<file path="config.mk">
export PLATFORM = sky130hd
export DESIGN_NAME = mem_dump_engine_flat
export DESIGN_NICKNAME = d
export VERILOG_FILES = /design/src/rtl/mem_dump_engine_pkg.sv /design/src/rtl/mem_dump_engine_if.sv /design/src/rtl/mem_dump_engine_packer.sv /design/src/rtl/mem_dump_engine.sv /design/src/flat_wrapper.sv
export SDC_FILE = /design/constraint.sdc
export NUM_CORES = 1
export LEC_CHECK = 0
export ABC_CLOCK_PERIOD_IN_PS = 3000
export CAP_MARGIN = 20
export CORE_MARGIN = 1
export CORE_UTILIZATION = 47
export DETAILED_ROUTE_END_ITERATION = 12
export PLACE_DENSITY = 0.81
export RECOVER_POWER = 50
export SLEW_MARGIN = 20
export SYNTH_ARGS = -nofsm -noshare
export SYNTH_HDL_FRONTEND = slang
export SYNTH_HIERARCHICAL = 1
export SYNTH_SLANG_ARGS = --single-unit
</file>
<file path="constraint.sdc">
create_clock -name mips_cpu_clk -period 3 [get_ports mips_cpu_clk]
set_clock_uncertainty 0.1 [all_clocks]
set_input_delay 0.9 -clock mips_cpu_clk [delete_from_list [all_inputs] [get_ports mips_cpu_clk]]
set_output_delay 0.9 -clock mips_cpu_clk [all_outputs]
set_load 0.01 [all_outputs]
</file>
<file path="src/rtl/mem_dump_engine_pkg.sv">
// Shared types and default-configuration constants for the memory-dump engine.
// Modules derive their own sizes from their parameters with the helper below.
package mem_dump_pkg;

    typedef enum logic [2:0] {
        IDLE,
        READ,
        FILL,
        EMIT,
        DONE
    } dump_state_e;

    localparam int DEF_DATA_W         = 32;
    localparam int DEF_WORDS_PER_LINE = 4;
    localparam int DEF_DUMP_WORDS     = 4096;
    localparam logic [31:0] DEF_TRIG_ADDR = 32'h0000_000c;

    localparam int LINES     = DEF_DUMP_WORDS / DEF_WORDS_PER_LINE;
    localparam int LINE_W    = DEF_WORDS_PER_LINE * DEF_DATA_W;
    localparam int TRIG_WIDX = int'(DEF_TRIG_ADDR >> 2);

    // Bit width needed to index n items; never narrower than one bit.
    function automatic int width_of(input int n);
        return (n > 1) ? $clog2(n) : 1;
    endfunction

endpackage

</file>
<file path="src/rtl/mem_dump_engine_if.sv">
// Valid/ready line stream from the dump engine to its sink.
interface mem_dump_engine_if #(
    parameter int LINE_W = 128,
    parameter int IDX_W  = 10
);
    logic              line_valid;
    logic              line_ready;
    logic [LINE_W-1:0] line_data;
    logic [IDX_W-1:0]  line_index;

    modport master (output line_valid, output line_data, output line_index, input line_ready);
    modport slave  (input line_valid, input line_data, input line_index, output line_ready);
endinterface

</file>
<file path="src/rtl/mem_dump_engine_packer.sv">
// Line register for the dump engine: one slot written per returned BRAM word,
// with the trigger-store data substituted for the trigger word.
module dump_line_packer #(
    parameter int DATA_W         = 32,
    parameter int WORDS_PER_LINE = 4,
    parameter int MEM_AW         = 12,
    parameter int ADDR_W         = 32,
    parameter int SLOT_W         = 2,
    parameter logic [ADDR_W-1:0] TRIG_WORD = '0
) (
    input  logic                             clk,
    input  logic                             resetn,
    input  logic                             cap_en,
    input  logic                             hold,
    input  logic [SLOT_W-1:0]                cap_slot,
    input  logic [MEM_AW-1:0]                cap_widx,
    input  logic [DATA_W-1:0]                rd_data,
    input  logic [DATA_W-1:0]                trig_data,
    output logic [WORDS_PER_LINE*DATA_W-1:0] line_data
);

    logic [DATA_W-1:0] word_in;

    // NOTE: every variable assigned in always_comb gets a default first, so no latch is inferred.
    always_comb begin
        word_in = rd_data;
        if (ADDR_W'(cap_widx) == TRIG_WORD)
            word_in = trig_data;
    end

    // Word 0 of a line lands in the most-significant slot.
    always_ff @(posedge clk) begin
        if (!resetn)
            line_data <= '0;
        else if (cap_en && !hold)
            line_data[(WORDS_PER_LINE-1-int'(cap_slot))*DATA_W +: DATA_W] <= word_in;
    end

endmodule

</file>
<file path="src/rtl/mem_dump_engine.sv">
// Snoops CPU stores; on the trigger store it stalls the CPU, walks a BRAM word
// range and streams it out as packed lines with the trigger data substituted.
module mem_dump_engine
    import mem_dump_pkg::*;
#(
    parameter int DATA_W         = 32,
    parameter int ADDR_W         = 32,
    parameter int MEM_AW         = 12,
    parameter int WORDS_PER_LINE = 4,
    parameter int DUMP_BASE      = 0,
    parameter int DUMP_WORDS     = 4096,
    parameter logic [ADDR_W-1:0] TRIG_ADDR = 'h0000000c
) (
    input  logic              mips_cpu_clk,
    input  logic              mips_cpu_resetn,
    input  logic              MemWrite,
    input  logic [ADDR_W-1:0] Address,
    input  logic [DATA_W-1:0] Write_data,
    input  logic              arm,
    output logic              cpu_stall,
    output logic              mem_rd_en,
    output logic [MEM_AW-1:0] mem_rd_addr,
    input  logic [DATA_W-1:0] mem_rd_data,
    output logic              busy,
    output logic              done,
    mem_dump_engine_if.master line
);

    localparam int N_LINES   = DUMP_WORDS / WORDS_PER_LINE;
    localparam int LINE_BITS = WORDS_PER_LINE * DATA_W;
    localparam int IDX_W     = width_of(N_LINES);
    localparam int SLOT_W    = width_of(WORDS_PER_LINE);
    localparam logic [ADDR_W-1:0] TRIG_WORD = TRIG_ADDR >> 2;

    dump_state_e       state;
    logic              armed;
    logic [DATA_W-1:0] trig_data;
    logic [SLOT_W-1:0] rd_cnt;
    logic              line_valid_q;
    logic [IDX_W-1:0]  line_index_q;
    logic              trigger;

    logic              cap_en;
    logic [SLOT_W-1:0] cap_slot;
    logic [MEM_AW-1:0] cap_widx;
    logic [LINE_BITS-1:0] line_data_w;

    assign trigger = MemWrite && (Address == TRIG_ADDR) && armed && (state == IDLE);

    always_ff @(posedge mips_cpu_clk) begin
        // NOTE: reset is synchronous, so it sits inside the clocked block; all state updates use <=.
        if (!mips_cpu_resetn) begin
            state        <= IDLE;
            armed        <= 1'b1;
            trig_data    <= '0;
            rd_cnt       <= '0;
            mem_rd_en    <= 1'b0;
            mem_rd_addr  <= '0;
            line_valid_q <= 1'b0;
            line_index_q <= '0;
            busy         <= 1'b0;
            cpu_stall    <= 1'b0;
            done         <= 1'b0;
        end else begin
            unique case (state)
                IDLE: begin
                    if (arm)
                        armed <= 1'b1;
                    if (trigger) begin
                        trig_data    <= Write_data;
                        armed        <= 1'b0;
                        rd_cnt       <= '0;
                        mem_rd_en    <= 1'b1;
                        mem_rd_addr  <= MEM_AW'(DUMP_BASE);
                        line_index_q <= '0;
                        busy         <= 1'b1;
                        cpu_stall    <= 1'b1;
                        state        <= READ;
                    end
                end
                READ: begin
                    if (rd_cnt == SLOT_W'(WORDS_PER_LINE - 1)) begin
                        mem_rd_en <= 1'b0;
                        state     <= FILL;
                    end else begin
                        rd_cnt      <= rd_cnt + 1'b1;
                        mem_rd_addr <= mem_rd_addr + 1'b1;
                    end
                end
                FILL: begin
                    line_valid_q <= 1'b1;
                    state        <= EMIT;
                end
                EMIT: begin
                    if (line.line_ready) begin
                        line_valid_q <= 1'b0;
                        if (line_index_q == IDX_W'(N_LINES - 1)) begin
                            busy      <= 1'b0;
                            cpu_stall <= 1'b0;
                            done      <= 1'b1;
                            state     <= DONE;
                        end else begin
                            line_index_q <= line_index_q + 1'b1;
                            mem_rd_addr  <= mem_rd_addr + 1'b1;
                            rd_cnt       <= '0;
                            mem_rd_en    <= 1'b1;
                            state        <= READ;
                        end
                    end
                end
                DONE: begin
                    if (arm) begin
                        armed <= 1'b1;
                        done  <= 1'b0;
                        state <= IDLE;
                    end
                end
                default: state <= IDLE;
            endcase
        end
    end

    // BRAM data arrives one cycle after the read, so slot and word index travel with it.
    always_ff @(posedge mips_cpu_clk) begin
        if (!mips_cpu_resetn) begin
            cap_en   <= 1'b0;
            cap_slot <= '0;
            cap_widx <= '0;
        end else begin
            cap_en   <= mem_rd_en;
            cap_slot <= rd_cnt;
            cap_widx <= mem_rd_addr;
        end
    end

    dump_line_packer #(
        .DATA_W         (DATA_W),
        .WORDS_PER_LINE (WORDS_PER_LINE),
        .MEM_AW         (MEM_AW),
        .ADDR_W         (ADDR_W),
        .SLOT_W         (SLOT_W),
        .TRIG_WORD      (TRIG_WORD)
    ) u_packer (
        .clk       (mips_cpu_clk),
        .resetn    (mips_cpu_resetn),
        .cap_en    (cap_en),
        .hold      (line_valid_q && !line.line_ready),
        .cap_slot  (cap_slot),
        .cap_widx  (cap_widx),
        .rd_data   (mem_rd_data),
        .trig_data (trig_data),
        .line_data (line_data_w)
    );

    assign line.line_valid = line_valid_q;
    assign line.line_index = line_index_q;
    assign line.line_data  = line_data_w;

endmodule

</file>
<file path="src/flat_wrapper.sv">
// flat-port wrapper written by rule: the top's interface ports become plain ports
module mem_dump_engine_flat import mem_dump_pkg::*;
#(
    parameter int DATA_W         = 32,
    parameter int ADDR_W         = 32,
    parameter int MEM_AW         = 12,
    parameter int WORDS_PER_LINE = 4,
    parameter int DUMP_BASE      = 0,
    parameter int DUMP_WORDS     = 4096,
    parameter logic [ADDR_W-1:0] TRIG_ADDR = 'h0000000c
)
  (mips_cpu_clk, mips_cpu_resetn, MemWrite, Address, Write_data, arm, cpu_stall, mem_rd_en, mem_rd_addr, mem_rd_data, busy, done, line_line_valid, line_line_data, line_line_index, line_line_ready);
  mem_dump_engine_if #(.LINE_W(LINE_W), .IDX_W(10)) line_i ();
  input  logic mips_cpu_clk;
  input  logic mips_cpu_resetn;
  input  logic MemWrite;
  input  logic [ADDR_W-1:0] Address;
  input  logic [DATA_W-1:0] Write_data;
  input  logic arm;
  output logic cpu_stall;
  output logic mem_rd_en;
  output logic [MEM_AW-1:0] mem_rd_addr;
  input  logic [DATA_W-1:0] mem_rd_data;
  output logic busy;
  output logic done;
  output wire logic [$bits(line_i.line_valid)-1:0] line_line_valid;
  output wire logic [$bits(line_i.line_data)-1:0] line_line_data;
  output wire logic [$bits(line_i.line_index)-1:0] line_line_index;
  input wire logic [$bits(line_i.line_ready)-1:0] line_line_ready;
  assign line_line_valid = line_i.line_valid;
  assign line_line_data = line_i.line_data;
  assign line_line_index = line_i.line_index;
  assign line_i.line_ready = line_line_ready;
  mem_dump_engine #(.DATA_W(DATA_W), .ADDR_W(ADDR_W), .MEM_AW(MEM_AW), .WORDS_PER_LINE(WORDS_PER_LINE), .DUMP_BASE(DUMP_BASE), .DUMP_WORDS(DUMP_WORDS), .TRIG_ADDR(TRIG_ADDR)) u_core (.mips_cpu_clk(mips_cpu_clk), .mips_cpu_resetn(mips_cpu_resetn), .MemWrite(MemWrite), .Address(Address), .Write_data(Write_data), .arm(arm), .cpu_stall(cpu_stall), .mem_rd_en(mem_rd_en), .mem_rd_addr(mem_rd_addr), .mem_rd_data(mem_rd_data), .busy(busy), .done(done), .line(line_i));
endmodule
</file>
==> results by stage <==
Run status:
- The run finished with clean final reports.

Global routing:
- The first global-routing pass estimated 36.76 mm of wire.
- After global routing the overflow that remains totals 0.
- Entering global routing, the biggest net connects 33 pins.
- The number of antenna violations at the first check in global routing came to 0.
- The overall global routing resource usage is 0.2560.
- The number of global-route vias before repair is 7190.

Floorplan:
- The die covers 18000 um^2.
- The initial utilization of the core area, before any placement, comes to 0.4882.
- The core region area is 16820 um^2.
- The die is 134.2 um tall.
- From left edge to right edge, the die measures 134.2 um.
- Row generation in the floorplan step produced 47 rows.
- The number of placed I/O pins is between 200 and 300.

Worst hold path:
- The worst hold path endpoint is u_core/u_packer/line_data[84].
- The cell depth of the worst min-delay path is 2.
- The worst hold path begins at u_core/u_packer/line_data[84].
- The worst hold path belongs to the class register to register.

Timing:
- For the final routed database, the setup TNS stands at 0 ns.
- The total count of max-transition violations in the final report is 0.
- The highest clock frequency the design can meet is 351.0 MHz.
- The number of endpoints with negative hold slack in the final report is 0.
- At the pin with the least slew margin, the transition time is 0.8476 ns.
- Setup repair after global routing left no endpoint under its margin.
- The relative slew slack is 0.4338.
- The worst path needs around 2.8 ns of the cycle, external delays included.
- The share of the clock period used by the worst path after layout is 0.9498.
- The final setup violation count is 0.
- The post-layout worst setup margin is roughly 0.15 ns.

Worst setup path:
- The largest fanout on the critical path is 11.
- The internal reg-to-reg setup slack is 0.69 ns.
- The critical setup path kind is input pin to register.
- The endpoint required time on the critical path is between 3 and 4 ns.
- The type of destination of the critical path is a register.
- In this run the critical register-to-register path is launched from u_core/state[2].
- The worst register-to-register path has a depth of 6.
- The worst flop-to-flop path endpoint is u_core/line.line_index[4].
- The startpoint class of the critical path is an input pin.
- Data on the critical path arrives at its endpoint at 3.16 ns.

Route:
- After detailed routing, the number of remaining DRC violations is 0.
- In this run, the number of DRC markers left after iteration 0 of detailed routing was 428.
- The total wire length after detailed routing is between 20 and 25 mm.
- The remaining antenna violation count is 0.
- The iteration count of the initial detailed-routing pass is 5.
- The average wire length per cell after detail routing is about 17 um.
- The routed via count divided by cell count is 5.376.
- The total vias in the final route is 7328.

Placed design:
- The setup slack after placement is -0.3350 ns.
- The final weighted congestion in routability-driven placement is roughly 0.87.
- Detailed placement finished with a half-perimeter wire length of 16.76 mm.
- The number of buffer cells added on primary ports is 255.
- The placed standard-cell area is 11080 um^2.

Synth:
- Ranked by instance count, the synthesized netlist is headed by sky130_fd_sc_hd__dfxtp_1 (207), sky130_fd_sc_hd__nand2_1 (204), sky130_fd_sc_hd__o21ai_0 (109).
- The share of the Yosys chip area taken by registers is 0.5046.
- The number of nets handed over by synthesis was 981.
- The netlist area before placement is around 8000 um^2.
- Counting flops with an async set or reset pin after synthesis yields a share of 0.
- The most frequently used cell type in the post-synthesis netlist is sky130_fd_sc_hd__dfxtp_1.
- The number of distinct library cells after synthesis is 52.
- The mean area per synthesized cell is 9.417 um^2.
- Synthesis handed over a netlist of 872 instances.
- By area the synthesized netlist is led by sky130_fd_sc_hd__dfxtp_1 (50%), sky130_fd_sc_hd__nand2_1 (9.3%), sky130_fd_sc_hd__o21ai_0 (6.6%).
- Among all flip-flop cells after synthesis, the most frequent one is sky130_fd_sc_hd__dfxtp_1.
- The most area-hungry cell type in the Yosys netlist is sky130_fd_sc_hd__dfxtp_1.
- The number of enable-type register cells in the synthesized netlist is 0.
- For this run, the number of Yosys warnings is 6.
- In this run, synthesis produced a sequential element count of a little over 200.
- The area share of the largest cell type after synthesis is 0.5046.

Cells and area:
- In the final design database the tool counted 1238 nets.
- The antenna diode instance count is 0.
- With fillers left out, the area of the finished cells amounts to 11700 um^2.
- For this run, the share of the core covered by cells in the final layout is 0.6957.
- Of the cells placed in the final design, the portion with a size suffix greater than 1 is 0.1076.
- The area growth from synthesis to layout is 42.50%.

Clock network:
- Clock tree synthesis found a total of 207 sinks.
- The number of H-tree branching levels is 1.
- The number of buffers inserted during clock tree synthesis is 21.
- The clock reaches the later pin of the worst-skew pair after 0.49 ns.
- Clock-pin slew was measured on the worst setup and hold paths at 0.06 ns.
- The maximum buffer depth of the clock tree is 3.
- Once the clock tree was built, the setup fixing pass inserted 0 buffers.
- The root cell of the clock tree is sky130_fd_sc_hd__clkbuf_16.
- The TritonCTS clock tree is built.

Pwr:
- Summed over all cells, the static leakage comes to 4.621 nW.
- The maximum vdd drop is 0.4822 mV.
- In this run the power density over the cells is 475.3 nW/um^2.

Flow run:
- The number of max-cap violations is 0.
[worst max-delay path: stages]
cell and delay, ns:
sky130_fd_sc_hd__clkdlybuf4s50_1 0.43, sky130_fd_sc_hd__nor4b_1 0.35, sky130_fd_sc_hd__nand4_1 0.13, sky130_fd_sc_hd__or4_1 0.51
sky130_fd_sc_hd__buf_4 0.21, sky130_fd_sc_hd__buf_4 0.16, sky130_fd_sc_hd__a211oi_2 0.25, sky130_fd_sc_hd__mux2i_1 0.22
[cell families (layout without fill, tap and decap cells)]
| kind of cell | count (synthesis) | count (layout) | synth area share |
|---|---|---|---|
| simple gates | 328 | 328 | 0.1897 |
| compound gates | 205 | 205 | 0.1425 |
| fa+ha+maj | 8 | 8 | 0.01219 |
| flops | 207 | 207 | 0.5046 |
| mux | 52 | 52 | 0.1018 |
| buf+inv | 72 | 343 | 0.04921 |
[where the power goes]
| part | internal (mW) | total, mW | leakage, nW | switching [mW] |
|---|---|---|---|---|
| Combinational | 0.182 | 0.336 | 2.63 | 0.154 |
| Sequential | 2.75 | 2.76 | 1.67 | 0.00782 |
| Clock | 1.42 | 2.46 | 0.324 | 1.05 |
[timing repair]
action                     CTS  global route
hold buffers                 0             0
gates resized for setup      0             1
hold endpoints to repair     0             0
setup endpoints to repair    0             4
[through the flow]
stage	total power [mW]	cells	hold WS [ns]
2_1_floorplan	2.948	872	0.3312
3_3_place_gp	3.160	1326	0.3324
3_5_place_dp	3.165	1326	0.3404
4_1_cts	5.611	1363	0.3488
5_1_grt	5.745	1363	0.3686
6_report	5.561	1363	0.3428
[worst max path at each step]
| stage | startpoint | endpoint | slack (ns) | cells past startpoint |
|---|---|---|---|---|
| final | Address[1] | u_core/mem_rd_addr[8] | 0.15 | 8 |
| after global routing | Address[1] | u_core/mem_rd_addr[8] | 0.01 | 8 |
| after CTS | Address[16] | u_core/mem_rd_addr[6] | 0.16 | 7 |
| after detailed placement | Address[16] | u_core/mem_rd_addr[6] | -0.33 | 7 |
| after global placement | Address[1] | u_core/mem_rd_addr[6] | -0.31 | 7 |
| after floorplan | Address[29] | u_core/mem_rd_addr[1] | 0.21 | 5 |
[layout make-up]
| cell class | count | area (um^2) |
|---|---|---|
| multi-input combinational | 593 | 3714 |
| inverter | 14 | 52.55 |
| clock inverter | 7 | 45.04 |
| tap | 220 | 275.3 |
| sequential | 207 | 4144 |
| clock buffer | 30 | 609.3 |
| fill | 1303 | 5117 |
| timing repair buffer | 292 | 2861 |
[metal layers]
layer / global-route usage / up-vias / share of wire
li1: - / 3558 / -
met1: 0.3116 / 3427 / 0.41
met2: 0.4519 / 282 / 0.49
met3: 0.03515 / 61 / 0.058
met4: 0.1080 / 0 / 0.039
met5: 0 / - / 0
[cell usage in the layout, fill, tap and decap left out, types with 5 or more instances in the layout]
cell	n
sky130_fd_sc_hd__dlygate4sd3_1	150
sky130_fd_sc_hd__dfxtp_1	207
sky130_fd_sc_hd__mux2i_1	21
sky130_fd_sc_hd__nand2_1	204
sky130_fd_sc_hd__inv_1	14
sky130_fd_sc_hd__a211oi_1	5
sky130_fd_sc_hd__and2_0	5
sky130_fd_sc_hd__clkbuf_16	21
sky130_fd_sc_hd__mux2i_2	7
sky130_fd_sc_hd__nand3_1	32
sky130_fd_sc_hd__or3_1	17
sky130_fd_sc_hd__and2_1	6
sky130_fd_sc_hd__buf_4	26
sky130_fd_sc_hd__a21oi_1	39
sky130_fd_sc_hd__a211oi_2	7
sky130_fd_sc_hd__o21ai_0	114
sky130_fd_sc_hd__clkbuf_8	5
sky130_fd_sc_hd__nand4_1	9
sky130_fd_sc_hd__clkbuf_1	7
sky130_fd_sc_hd__mux2i_4	23
sky130_fd_sc_hd__clkdlybuf4s50_1	105
sky130_fd_sc_hd__o21ai_1	18
sky130_fd_sc_hd__nor2_1	10
sky130_fd_sc_hd__nor4_1	10
sky130_fd_sc_hd__nor3_1	5
sky130_fd_sc_hd__ha_1	8
[state kept, by name (all words and copies together), names as in the netlist]
| register | count |
|---|---|
| u_core/cap_slot | 2 |
| u_core/line.line_index | 10 |
| u_core/cap_widx | 12 |
| u_core/busy | 1 |
| u_core/armed | 1 |
| u_core/state | 3 |
| u_core/mem_rd_en | 1 |
| u_core/u_packer/line_data | 128 |
| u_core/line.line_valid | 1 |
| u_core/done | 1 |
| u_core/mem_rd_addr | 12 |
| u_core/trig_data | 32 |
| u_core/cap_en | 1 |
| u_core/rd_cnt | 2 |
(Power assumes the default switching activity.)
